File: src/rtl/jzjpcc_mem_pkg.sv
// Shared load/store definitions: load funct3 encodings and the access-width
// encoding carried in funct3[1:0].
package jzjpcc_mem_pkg;

  localparam logic [2:0] F3_LB  = 3'b000;
  localparam logic [2:0] F3_LH  = 3'b001;
  localparam logic [2:0] F3_LW  = 3'b010;
  localparam logic [2:0] F3_LBU = 3'b100;
  localparam logic [2:0] F3_LHU = 3'b101;

  typedef enum logic [1:0] {
    WIDTH_BYTE = 2'b00,
    WIDTH_HALF = 2'b01,
    WIDTH_WORD = 2'b10,
    WIDTH_RSVD = 2'b11
  } mem_width_e;

  function automatic mem_width_e width_of(input logic [2:0] funct3);
    return mem_width_e'(funct3[1:0]);
  endfunction

endpackage

File: src/rtl/jzjpcc_load_extractor.sv
// Combinational byte/halfword/word selection with sign/zero extension, plus
// detection of misaligned accesses and reserved funct3 encodings.
module jzjpcc_load_extractor
  import jzjpcc_mem_pkg::*;
(
  input  logic [31:0] data_i,
  input  logic [2:0]  funct3_i,
  input  logic [1:0]  offset_i,
  output logic [31:0] data_o,
  output logic        fault_o
);

  logic [7:0]  byte_sel;
  logic [15:0] half_sel;
  logic        is_unsigned;

  assign is_unsigned = funct3_i[2];

  always_comb begin
    byte_sel = data_i[7:0];
    case (offset_i)
      2'd0: byte_sel = data_i[7:0];
      2'd1: byte_sel = data_i[15:8];
      2'd2: byte_sel = data_i[23:16];
      2'd3: byte_sel = data_i[31:24];
      default: byte_sel = data_i[7:0];
    endcase
    half_sel = offset_i[1] ? data_i[31:16] : data_i[15:0];
  end

  always_comb begin
    data_o  = 32'd0;
    fault_o = 1'b0;
    unique case (width_of(funct3_i))
      WIDTH_BYTE: begin
        data_o = is_unsigned ? {24'd0, byte_sel} : {{24{byte_sel[7]}}, byte_sel};
      end
      WIDTH_HALF: begin
        data_o  = is_unsigned ? {16'd0, half_sel} : {{16{half_sel[15]}}, half_sel};
        fault_o = offset_i[0];
      end
      WIDTH_WORD: begin
        data_o = data_i;
        // Unsigned word (110) has no meaning on RV32
        fault_o = is_unsigned | (offset_i != 2'b00);
      end
      WIDTH_RSVD: begin
        fault_o = 1'b1;
      end
      default: begin
        fault_o = 1'b1;
      end
    endcase
  end

endmodule

File: src/rtl/jzjpcc_load_processor.sv
// Memory-stage load path: captures load control from execute, holds the RAM
// word across stalls, and produces the aligned/extended writeback value.
module jzjpcc_load_processor
  import jzjpcc_mem_pkg::*;
#(
  parameter int RD_WIDTH = 5
) (
  input  logic                clock,
  input  logic                reset,
  input  logic                stall,
  input  logic                flush,
  input  logic                memRead_execute,
  input  logic [2:0]          funct3_execute,
  input  logic [31:0]         aluResult_execute,
  input  logic [RD_WIDTH-1:0] rd_execute,
  input  logic [31:0]         memReadData_memory,
  output logic [31:0]         loadData_memory,
  output logic                loadValid_memory,
  output logic [RD_WIDTH-1:0] rd_memory,
  output logic                loadFault_memory
);

  logic                valid_q, valid_d;
  logic [2:0]          funct3_q, funct3_d;
  logic [1:0]          offset_q, offset_d;
  logic [RD_WIDTH-1:0] rd_q, rd_d;
  logic                held_valid_q, held_valid_d;
  logic [31:0]         held_data_q, held_data_d;

  logic [31:0] data_src;
  logic [31:0] extracted;
  logic        fault_raw;
  logic        unused_addr_bits;

  assign unused_addr_bits = ^aluResult_execute[31:2];

  always_comb begin
    valid_d  = valid_q;
    funct3_d = funct3_q;
    offset_d = offset_q;
    rd_d     = rd_q;
    if (!stall) begin
      if (flush) begin
        valid_d = 1'b0;
      end else begin
        valid_d  = memRead_execute;
        funct3_d = funct3_execute;
        offset_d = aluResult_execute[1:0];
        rd_d     = rd_execute;
      end
    end
  end

  // The RAM output only tracks the address for one cycle, so freeze it on
  // the first stalled cycle and serve the frozen copy until the stall ends.
  always_comb begin
    held_valid_d = 1'b0;
    held_data_d  = held_data_q;
    if (stall) begin
      held_valid_d = held_valid_q;
      if (valid_q && !held_valid_q) begin
        held_valid_d = 1'b1;
        held_data_d  = memReadData_memory;
      end
    end
  end

  always_ff @(posedge clock) begin
    if (reset) begin
      valid_q      <= 1'b0;
      funct3_q     <= 3'd0;
      offset_q     <= 2'd0;
      rd_q         <= '0;
      held_valid_q <= 1'b0;
      held_data_q  <= 32'd0;
    end else begin
      valid_q      <= valid_d;
      funct3_q     <= funct3_d;
      offset_q     <= offset_d;
      rd_q         <= rd_d;
      held_valid_q <= held_valid_d;
      held_data_q  <= held_data_d;
    end
  end

  assign data_src = held_valid_q ? held_data_q : memReadData_memory;

  jzjpcc_load_extractor u_extractor (
    .data_i   (data_src),
    .funct3_i (funct3_q),
    .offset_i (offset_q),
    .data_o   (extracted),
    .fault_o  (fault_raw)
  );

  assign loadFault_memory = valid_q & fault_raw;
  assign loadValid_memory = valid_q & ~fault_raw;
  assign loadData_memory  = loadValid_memory ? extracted : 32'd0;
  assign rd_memory        = valid_q ? rd_q : '0;

endmodule

File: config.mk
export PLATFORM = sky130hd
export DESIGN_NAME = jzjpcc_load_processor
export DESIGN_NICKNAME = d
export VERILOG_FILES = /design/src/rtl/jzjpcc_mem_pkg.sv /design/src/rtl/jzjpcc_load_extractor.sv /design/src/rtl/jzjpcc_load_processor.sv
export SDC_FILE = /design/constraint.sdc
export NUM_CORES = 1
export LEC_CHECK = 0
export BUFFER_PORTS_ARGS = -buffer_cell sky130_fd_sc_hd__buf_4
export CAP_MARGIN = 20
export CORE_MARGIN = 3
export CORE_UTILIZATION = 55
export DETAILED_ROUTE_END_ITERATION = 8
export GPL_TIMING_DRIVEN = 0
export PLACE_DENSITY = 0.87
export SKIP_LAST_GASP = 1
export SYNTH_ARGS = -nofsm -noshare
export SYNTH_HDL_FRONTEND = slang
export SYNTH_HIERARCHICAL = 1
export SYNTH_SLANG_ARGS = --single-unit
File: constraint.sdc
create_clock -name clock -period 4.8 [get_ports clock]
set_input_delay 0.72 -clock clock [delete_from_list [all_inputs] [get_ports clock]]
set_output_delay 0.72 -clock clock [all_outputs]
set_load 0.02 [all_outputs]
# Yosys cells after proc, flatten, opt, wreduce, memory -nomap -nowiden
# Index checks and enable logic that the tools add are counted.
[totals] register_bits=44 input_bits=77
[classes] reduce_logical=8 n_eq_ne=6 bitwise=6 n_mux=10
[ops] op="32-bit 2-to-1 mux" n=4
[ops] op="32-bit one-hot mux with 3 select lines" n=1
[ops] op="8-bit one-hot mux with 4 select lines" n=1
[ops] op="16-bit 2-to-1 mux" n=1
[ops] op="2-bit equality test (second input constant)" n=4
[ops] op="5-bit 2-to-1 mux" n=1
[ops] op="2-bit by 1-bit equality test with 1-bit output (second input constant)" n=2
[ops] op="2-bit zero test" n=2
[ops] op="2-bit AND reduction" n=2
[ops] op="1-bit inverter" n=3
[ops] op="1-bit one-hot mux with 3 select lines" n=1
[ops] op="1-bit bitwise AND" n=2
[ops] op="2-bit nonzero test" n=1
[ops] op="2-bit OR reduction" n=1
[ops] op="1-bit logical AND" n=1
[ops] op="1-bit zero test" n=1
[ops] op="1-bit 2-to-1 mux" n=1
[ops] op="1-bit OR" n=1

# Logic depth before layout (Yosys ltp)
# Gate-level depths: netlist of run 1.
[depth] ltp_word=6 mapped_depth=8

# Hierarchy
# The synthesis of run 1 kept the hierarchy.
[by_module_without_submodules] module="jzjpcc_load_processor" area_per_inst_um2=2561.2 cells_each=270 instances=1
[by_module_without_submodules] module="jzjpcc_load_extractor" area_per_inst_um2=686.9 cells_each=97 instances=1

# Worst setup path before layout of run 1
# Ideal clock, no wire load.
[synth_path] path_type="input-to-output" startpoint="input port memReadData_memory[31]" endpoint="output port loadData_memory[10]" t_required_ns=4.080 t_arrival_ns=2.054 slack_ns=2.026 stages=5 n_path_buf=0 path_cell_list="mux2_2 > mux4_2 > nor3b_4 > a221o_1 > and2_1"
[synth_via] elab_chain_len=5
[synth_lines] item="start, declared" line="jzjpcc_load_processor.sv:16" source="input logic [31:0] memReadData_memory,"
[synth_lines] item="32-bit 2-to-1 mux" line="jzjpcc_load_processor.sv:86" source="assign data_src = held_valid_q ? held_data_q : memReadData_memory;"
[synth_lines] item="8-bit one-hot mux with 4 select lines" line="jzjpcc_load_extractor.sv:21" source="case (offset_i)"
[synth_lines] item="32-bit 2-to-1 mux" line="jzjpcc_load_extractor.sv:36" source="data_o = is_unsigned ? {24'd0, byte_sel} : {{24{byte_sel[7]}}, byte_sel};"
[synth_lines] item="32-bit one-hot mux with 3 select lines" line="jzjpcc_load_extractor.sv:34" source="unique case (width_of(funct3_i))"
[synth_lines] item="named net extracted[10]" line="jzjpcc_load_processor.sv:31" source="logic [31:0] extracted;"
[synth_lines] item="32-bit 2-to-1 mux" line="jzjpcc_load_processor.sv:98" source="assign loadData_memory = loadValid_memory ? extracted : 32'd0;"
[synth_lines] item="end, declared" line="jzjpcc_load_processor.sv:17" source="output logic [31:0] loadData_memory,"
# The timed path passes the listed nets, and every way through them passes these cells.

# Worst setup path after layout of run 1
[layout_path] startpoint="register held_valid_q" endpoint="output port loadData_memory[14]"
[layout_via] elab_chain_len=5
[layout_lines] item="start, declared" line="jzjpcc_load_processor.sv:27" source="logic held_valid_q, held_valid_d;"
[layout_lines] item="start signal, assigned" line="jzjpcc_load_processor.sv:81" source="held_valid_q <= held_valid_d;"
[layout_lines] item="32-bit 2-to-1 mux" line="jzjpcc_load_processor.sv:86"
[layout_lines] item="named net data_src[23]" line="jzjpcc_load_processor.sv:30" source="logic [31:0] data_src;"
[layout_lines] item="8-bit one-hot mux with 4 select lines" line="jzjpcc_load_extractor.sv:21"
[layout_lines] item="32-bit 2-to-1 mux" line="jzjpcc_load_extractor.sv:36"
[layout_lines] item="32-bit one-hot mux with 3 select lines" line="jzjpcc_load_extractor.sv:34"
[layout_lines] item="named net extracted[14]" line="jzjpcc_load_processor.sv:31"
[layout_lines] item="32-bit 2-to-1 mux" line="jzjpcc_load_processor.sv:98"
# The timed path passes the listed nets, and every way through them passes these cells.

==> impl.org, run 1 <==
** Run status
- The run finished with clean final reports.

** Synthesis
- sky130_fd_sc_hd__nand2b_1 is the most common cell in the netlist.
- Synthesized netlist net count :: between 400 and 500
- In this run, synthesis inferred 0 flip-flops with an integrated enable.
- After synthesis the netlist holds a flip-flop and latch count of 44.
- The number of different library cells used by synthesis comes to 31.
- The commonest cells after synthesis are sky130_fd_sc_hd__nand2b_1, sky130_fd_sc_hd__dfxtp_1, sky130_fd_sc_hd__mux2_2.
- By area the synthesized netlist is led by sky130_fd_sc_hd__dfxtp_1, sky130_fd_sc_hd__mux2_2, sky130_fd_sc_hd__nand2b_1.
- Yosys printed 6 warnings.
- Share of synthesized registers carrying an async set or reset :: 0
- Synthesis produced a netlist whose cell count is around 370.
- In this run the cell area of the synthesized design comes to approximately 3200 sq um.
- Ys flop type :: sky130_fd_sc_hd__dfxtp_1
- Mean cell area of the mapped netlist :: approximately 8.9 sq um
- Of the post-synthesis cell area, the dominant cell type holds 0.271.
- The biggest area contributor in the post-synthesis netlist is sky130_fd_sc_hd__dfxtp_1.
- Seq/Total Area, Yosys :: 0.271

** Die
- Number of placement rows :: 27
- Measured along the y axis, the die boundary spans 82.9 um.
- Core region area :: ~5600 sq um
- For this configuration, the core starts out at a cell density of 0.579.
- For this design the top-level I/O count stands at around 120.
- Area of the die :: about 6900 sq um
- Die extent in x :: a little over 80 um

** Finish
- Nets :: ~540
- Synth-to-Final Area Change :: 24.6%
- Fillcell total :: ~450
- 0 antenna diodes ended up in the layout.
- Final core occ :: 0.722
- In the final layout, the share of cells above drive strength 1 is 0.336.
- For this run, the number of standard cells in the final layout without fillers is between 500 and 600.

** Timing
- The hold violation total from the final report came to 0.
- Slew margin rel. :: 0.569
- Fin Hold WS :: ~0.47 ns
- Highest Clock Rate :: 0.292 GHz
- The final max-slew violation count was 0.
- At the pin with the least slew margin, the transition time is roughly 0.64 ns.
- For the finished layout, the period the worst path requires is roughly 3.4 ns.
- Count of endpoints failing setup in the final report :: 0
- After routing, the total negative slack on setup checks comes to 0 ns.
- Setup repair after global routing left no endpoint under its margin.
- Worst clock skew :: slightly below 0.007 ns
- Of the available clock period, the critical path in the final layout requires 0.713.

** Clock network
- At the later pin of the worst-skew pair, clock insertion delay measures 0.30 ns.
- Maximum level of the CTS H-tree :: 2
- The root buffer cell chosen for the clock tree is sky130_fd_sc_hd__clkbuf_8.
- Number of gates resized after CTS :: 0
- The longest clock path from root to sink contains 2 buffers.
- Post-CTS setup buffer count :: 0
- Total clock sinks :: 44
- TritonCTS clock tree :: yes
- Clk slew on worst S/H paths :: ~0.07 ns
- Number of buffers added to fix hold violations after cts :: 0
- Number of CTS-inserted buffers :: 5

** Hold path
- The tightest min-delay check is of the flop to flop type.

** Detailed routing
- Remaining design rule violation count :: 0
- ANT nets after route :: 0
- WL per Instance :: 17.3 um
- Via count :: 3,013
- Before antenna repair, the detailed router went through 5 iterations.
- Avg Vias per Cell :: 5.68
- DRC violation total after the first TritonRoute iteration :: 229
- Post-detailed-routing wire length :: 9150 um

** Power
- IR analysis of the VDD net gives a maximum drop of 117 uV.
- PD cells :: about 200 nW/um^2
- Power comes to 0.823 mW.
- Pleak :: roughly 1.6 nW

** Worst setup path
- The critical path contains buffers and inverters numbering 3 combined.
- Required time reported for the critical path endpoint :: 4.08 ns
- Slowest Stage Delay on Critical Path :: 0.46 ns
- The most numerous cell type found on the critical path is sky130_fd_sc_hd__buf_4.
- The worst setup path is captured at an output port.
- The setup path with the least slack is of type flop to output port.
- Cell with the largest stage delay on the worst path :: sky130_fd_sc_hd__mux4_2
- CP startpoint kind :: flop
- The signal on the critical path passes through buf_4 -> buf_2 -> mux2_2 -> mux4_2 -> nor3b_4 -> a221o_1 -> and2_1 -> buf_4.
- For the worst setup path, the data arrival time is 2.70 ns.
- In this run the worst path has a maximum fanout of 10.
- Among cell families on the critical path, the largest total delay comes from multiplexers.

** Global route
- For this run, global-route usage on met3 was measured as 0.0536.
- Grt peak-use layer :: met2
- For this run, global-route usage on met2 was measured as 0.432.
- The via count of the first global-routing pass was 3,011.
- The total overflow left after global routing is 0.
- Across every metal layer, demand over resource in global routing totals 0.255.
- First-pass GRT wire length :: about 15,000 um
- Entering global routing, the biggest net connects 13 pins.
- Global Route met1 Usage :: 0.310
- Antenna violations before repair :: 0

** Place
- After detailed placement, the design holds a cell count of ~520.
- Buffers on Ports :: 84
- RD Place Congestion :: 0.937
- DPL Wire Length :: about 7000 um

** Flow run
- Max-capacitance violation count :: 0
## layout make-up
cell class	count	area (sq um)	area share
sequential	44	881	0.218
timing repair buffer	84	631	0.156
inverter	1	3.75	0.000928
multi-input combinational	288	2170	0.537
buffer	34	191	0.0473
tap	72	90.1	0.0223
clock inverter	1	5.00	0.00124
clock buffer	6	72.6	0.0179
## routing by layer
layer  wire length (um)  part of all wire
met1               3770              0.41
met2               4390              0.48
met3                673             0.074
met4                318             0.035
met5                  0                 0
## path summary, 6_finish.rpt
path	cells after the start	startpoint	slack [ns]	to
max reg2reg	4	valid_q$_SDFFE_PP0N_	3.49	held_data_q[7]$_SDFFE_PP0P_
min reg2reg	2	held_data_q[15]$_SDFFE_PP0P_	0.47	held_data_q[15]$_SDFFE_PP0P_
max	8	held_valid_q$_SDFFE_PP0P_	1.38	loadData_memory[14]
min	2	held_data_q[15]$_SDFFE_PP0P_	0.47	held_data_q[15]$_SDFFE_PP0P_
## registers in the layout (all words and copies together) (netlist names)
register and cells:
held_data_q 32, rd_q 5, funct3_q 3, offset_q 2, held_valid_q 1, valid_q 1
## logic make-up (layout without fill, tap and decap cells)
| kind of cell | after synthesis | count (layout) | synth area share |
|---|---|---|---|
| AND/OR/NAND/NOR | 141 | 141 | 0.269 |
| multiplexers | 82 | 82 | 0.276 |
| buffers and inverters | 35 | 126 | 0.0601 |
| AO/OA/AOI/OAI | 65 | 65 | 0.123 |
| flip-flops | 44 | 44 | 0.271 |
## worst min-delay path, cell delays in order, from the launching register on
cell and delay [ns]:
sky130_fd_sc_hd__dfxtp_1 0.32, sky130_fd_sc_hd__nand2b_1 0.06, sky130_fd_sc_hd__mux2i_1 0.05
## cell usage in the layout (no fill, tap or decap), types with 8 or more instances in the layout
master                     count
sky130_fd_sc_hd__buf_2         9
sky130_fd_sc_hd__o21ai_1      10
sky130_fd_sc_hd__mux2_2       41
sky130_fd_sc_hd__a22oi_1       8
sky130_fd_sc_hd__o21ai_0      16
sky130_fd_sc_hd__dfxtp_1      44
sky130_fd_sc_hd__clkbuf_1     18
sky130_fd_sc_hd__mux2i_1      39
sky130_fd_sc_hd__buf_4        85
sky130_fd_sc_hd__a221o_1       8
sky130_fd_sc_hd__and2_1       38
sky130_fd_sc_hd__a21oi_1      14
sky130_fd_sc_hd__nand2b_1     64
sky130_fd_sc_hd__or3b_1        8
sky130_fd_sc_hd__nand2_1      17
## where the power goes
group	switching, mW	total [mW]	internal [mW]
logic	0.110	0.222	0.112
registers	0.00607	0.380	0.374
clock network	0.122	0.221	0.0991
total	0.238	0.823	0.585
## stage by stage
step | worst slack [ns] | instance area (sq um)
detailed placement | 1.71 | 3970
global placement | 1.74 | 3970
floorplan | 2.03 | 3250
CTS | 1.40 | 4050
global route | 1.30 | 4050
finish | 1.38 | 4050
Power figures use the tool's default switching activity.
==> run 2, diff against run 1 <==
--- a/config.mk
+++ b/config.mk
@@ -8,10 +8,10 @@
 export BUFFER_PORTS_ARGS = -buffer_cell sky130_fd_sc_hd__buf_4
 export CAP_MARGIN = 20
 export CORE_MARGIN = 3
-export CORE_UTILIZATION = 55
+export CORE_UTILIZATION = 51
 export DETAILED_ROUTE_END_ITERATION = 8
 export GPL_TIMING_DRIVEN = 0
-export PLACE_DENSITY = 0.87
+export PLACE_DENSITY = 0.82
 export SKIP_LAST_GASP = 1
 export SYNTH_ARGS = -nofsm -noshare
 export SYNTH_HDL_FRONTEND = slang
==> constraint.sdc (replaced) <==
create_clock -name clock -period 3.37 [get_ports clock]
set_input_delay 0.5055 -clock clock [delete_from_list [all_inputs] [get_ports clock]]
set_output_delay 0.5055 -clock clock [all_outputs]
set_load 0.02 [all_outputs]
==> impl.org, run 2 (synthesis results as in run 1) <==
** Timing
- Slew at the pin closest to its max-slew limit :: about 0.55 ns
- The hold violation total from the final report came to 0.
- Count of endpoints failing setup in the final report :: 0
- Unrepaired setup endpoints after global routing :: false
- Clock skew on the completed layout was measured at approximately 0.0023 ns.
- Subtracting the final worst setup slack from the clock period gives 3.26 ns.
- In this run the tightest slew margin relative to its limit is 0.633.
- Based on the critical path, the design can be clocked at up to about 0.31 GHz.
- The final max-slew violation count came to 0.
- Adding up every negative setup slack in the final design gives 0 ns.
- Final Worst Setup Slack :: around 0.11 ns
- Final period utilization :: 0.967

** Die
- For this configuration, the core starts out at a cell density of 0.536.
- The initialized floorplan defines 28 standard-cell rows.
- Measured along the y axis, the die boundary spans 85.8 um.
- Die extent in x :: roughly 86 um
- In this run the standard cell core region covers 6060 sq um.
- Area of the die :: approximately 7400 sq um
- During I/O placement, the number of pins put on the boundary was 116.

** Worst setup path
- STA classifies the critical path startpoint as a flop.
- Data arrives at the worst endpoint at roughly 2.8 ns.
- In this run the worst path has a maximum fanout of 10.
- The most critical setup path has its startpoint at held_valid_q$_SDFFE_PP0P_.
- Worst Path Class, Setup :: flop to output port
- Setup slack, reg-to-reg :: about 2.0 ns
- Required time reported for the critical path endpoint :: 2.86 ns
- Critical path, cell by cell :: buf_4 -> buf_2 -> mux2_2 -> mux2_2 -> mux2i_4 -> buf_2 -> o21ai_1 -> and2_1 -> buf_4
- In this run the critical register-to-register path is launched from held_valid_q$_SDFFE_PP0P_.
- End point of the critical path :: loadData_memory[25]
- For this run, the slowest stage of the critical path takes ~0.4 ns.
- Reg-to-reg endpoint :: held_data_q[17]$_SDFFE_PP0P_
- On the critical path, the stage with the largest delay is an instance of sky130_fd_sc_hd__mux2_2.
- The worst setup path is captured at an output port.
- Measured in cells, the most critical reg-to-reg path has a length of 5.

** Power
- The internal portion of the total power is roughly 0.83 mW.
- PD cells :: 291 nW/um^2
- Clock group share of total power :: 0.271
- The design draws roughly 1.2 mW.
- Pleak :: around 1.6 nW
- Power share of the sequential group :: 0.460
- VDD sags by at most between 200 and 300 uV.
- For this design the total switching power over the nets is around 0.34 mW.
- Switching share of total power :: 0.292
- Part of the total power dissipated in combinational logic :: 0.269

** Place
- In this run the tool buffered the top-level ports with 84 buffer cells.
- OpenSTA, run right after detailed placement, puts the worst setup slack at ~0.52 ns.
- The congestion estimate from routability-driven global placement came to 0.915.
- Detailed placement finished with a half-perimeter wire length of roughly 7200 um.

** Finish
- Leaving out fill and tap cells, the most frequent cell in the layout is sky130_fd_sc_hd__buf_4.
- Max reg flops :: 32
- After the last flow step, the layout net total stands at approximately 540.
- The largest registers in the layout are held_data_q x32, rd_q x5, funct3_q x3.
- The repair_antennas step left the layout with diodes totalling 0.
- Register with the highest flop count :: held_data_q
- Synth-to-Final Area Change :: 24.7%
- Commonest cells after routing, fill and taps aside :: sky130_fd_sc_hd__buf_4, sky130_fd_sc_hd__nand2b_1, sky130_fd_sc_hd__dfxtp_1
- Of the cells placed in the final design, the portion with a size suffix greater than 1 is 0.336.

** Clock network
- Maximum level of the CTS H-tree :: 2
- Counting the buffers created by CTS gives 5.
- CTS Buffer Depth :: 2
- TritonCTS clock tree :: yes
- The tree built by TritonCTS fans out to 44 sinks.
- Number of buffers added to fix hold violations after cts :: 0
- Clock network latency to the later pin of the worst-skew pair :: ~0.30 ns
- Clock tree synthesis selected as its root buffer the cell sky130_fd_sc_hd__clkbuf_8.
- Clock-pin slew was measured on the worst setup and hold paths at ~0.08 ns.
- After clock tree synthesis, the setup repair step added 0 buffers.
- Number of gates resized after CTS :: 0

** Global route
- The number of antenna violations at the first check in global routing came to 0.
- The via count of the first global-routing pass came to roughly 3,100.
- First-pass GRT wire length :: around 15,000 um
- Entering global routing, the biggest net connects 13 pins.
- Global routing finished with a remaining overflow of 0.
- For this run, the total global-route usage over all layers was measured as 0.257.

** Detailed routing
- Remaining design rule violation count :: 0
- Post-detailed-routing wire length :: roughly 9000 um
- DRC violation total after the first TritonRoute iteration :: 190
- In the final routed layout, each cell accounts on average for about 17 um.
- TritonRoute pass-1 iters :: 4
- ANT nets after route :: 0
- The final route contains between 2,000 and 3,000 vias.
- Avg Vias per Cell :: between 5 and 6

** Hold path
- The min-delay analysis places its worst path in the category flop to flop.

** Flow run
- Max-cap violations in this run came to 0.

** Run status
- The run finished with clean final reports.
-- run 2: cell counts in the layout (fill, tap and decap cells not counted) --
No cell type changed its count.
-- run 2: power groups by stage --
stage	Sequential (mW)	Combinational, mW	Clock, mW
6_report	0.541	0.317	0.319
3_3_place_gp	0.552	0.305	0
3_5_place_dp	0.553	0.312	0
4_1_cts	0.541	0.313	0.327
2_1_floorplan	0.550	0.202	0
5_1_grt	0.543	0.343	0.354
-- run 2: how the worst min path moves through the flow --
stage | from | endpoint | depth (start not counted)
2_1_floorplan | held_data_q[17]$_SDFFE_PP0P_ | held_data_q[17]$_SDFFE_PP0P_ | 2
3_3_place_gp | held_data_q[20]$_SDFFE_PP0P_ | held_data_q[20]$_SDFFE_PP0P_ | 2
3_5_place_dp | held_data_q[26]$_SDFFE_PP0P_ | held_data_q[26]$_SDFFE_PP0P_ | 2
4_1_cts | rd_q[2]$_SDFFE_PP0P_ | rd_q[2]$_SDFFE_PP0P_ | 2
5_1_grt | memReadData_memory[0] | held_data_q[0]$_SDFFE_PP0P_ | 3
6_report | held_data_q[27]$_SDFFE_PP0P_ | held_data_q[27]$_SDFFE_PP0P_ | 2
-- run 2: stage by stage --
stage | std cells | utilization | instance area (sq um) | hold slack, ns
2_1_floorplan | 367 | - | 3250 | 0.445
3_3_place_gp | 526 | 0.655 | 3970 | 0.454
3_5_place_dp | 526 | 0.655 | 3970 | 0.462
4_1_cts | 533 | 0.668 | 4050 | 0.474
5_1_grt | 533 | 0.668 | 4050 | 0.474
6_report | 533 | 0.668 | 4050 | 0.473
-- run 2: layout make-up --
type | count | area, sq um
Inverter | 1 | 3.75
Fill cell | 553 | 2010
Buffer | 34 | 191
Clock buffer | 6 | 72.6
Clock inverter | 1 | 5.00
Tap cell | 75 | 93.8
Timing Repair Buffer | 84 | 631
Multi-Input combinational cell | 288 | 2170
Sequential cell | 44 | 881
-- run 2: per-layer routing --
layer	up-vias	routed length (um)	GRT usage
li1	1453	-	-
met5	-	0	0
met1	1387	3900	0.318
met4	0	246	0.0935
met2	119	4420	0.434
met3	20	709	0.0634
-- run 2: critical path: cells and delay by family (launching register included) --
family	cells	cell delay [ns]
flops	1	0.32
simple gates	1	0.17
compound gates	1	0.09
buf+inv	4	0.91
mux	3	0.96
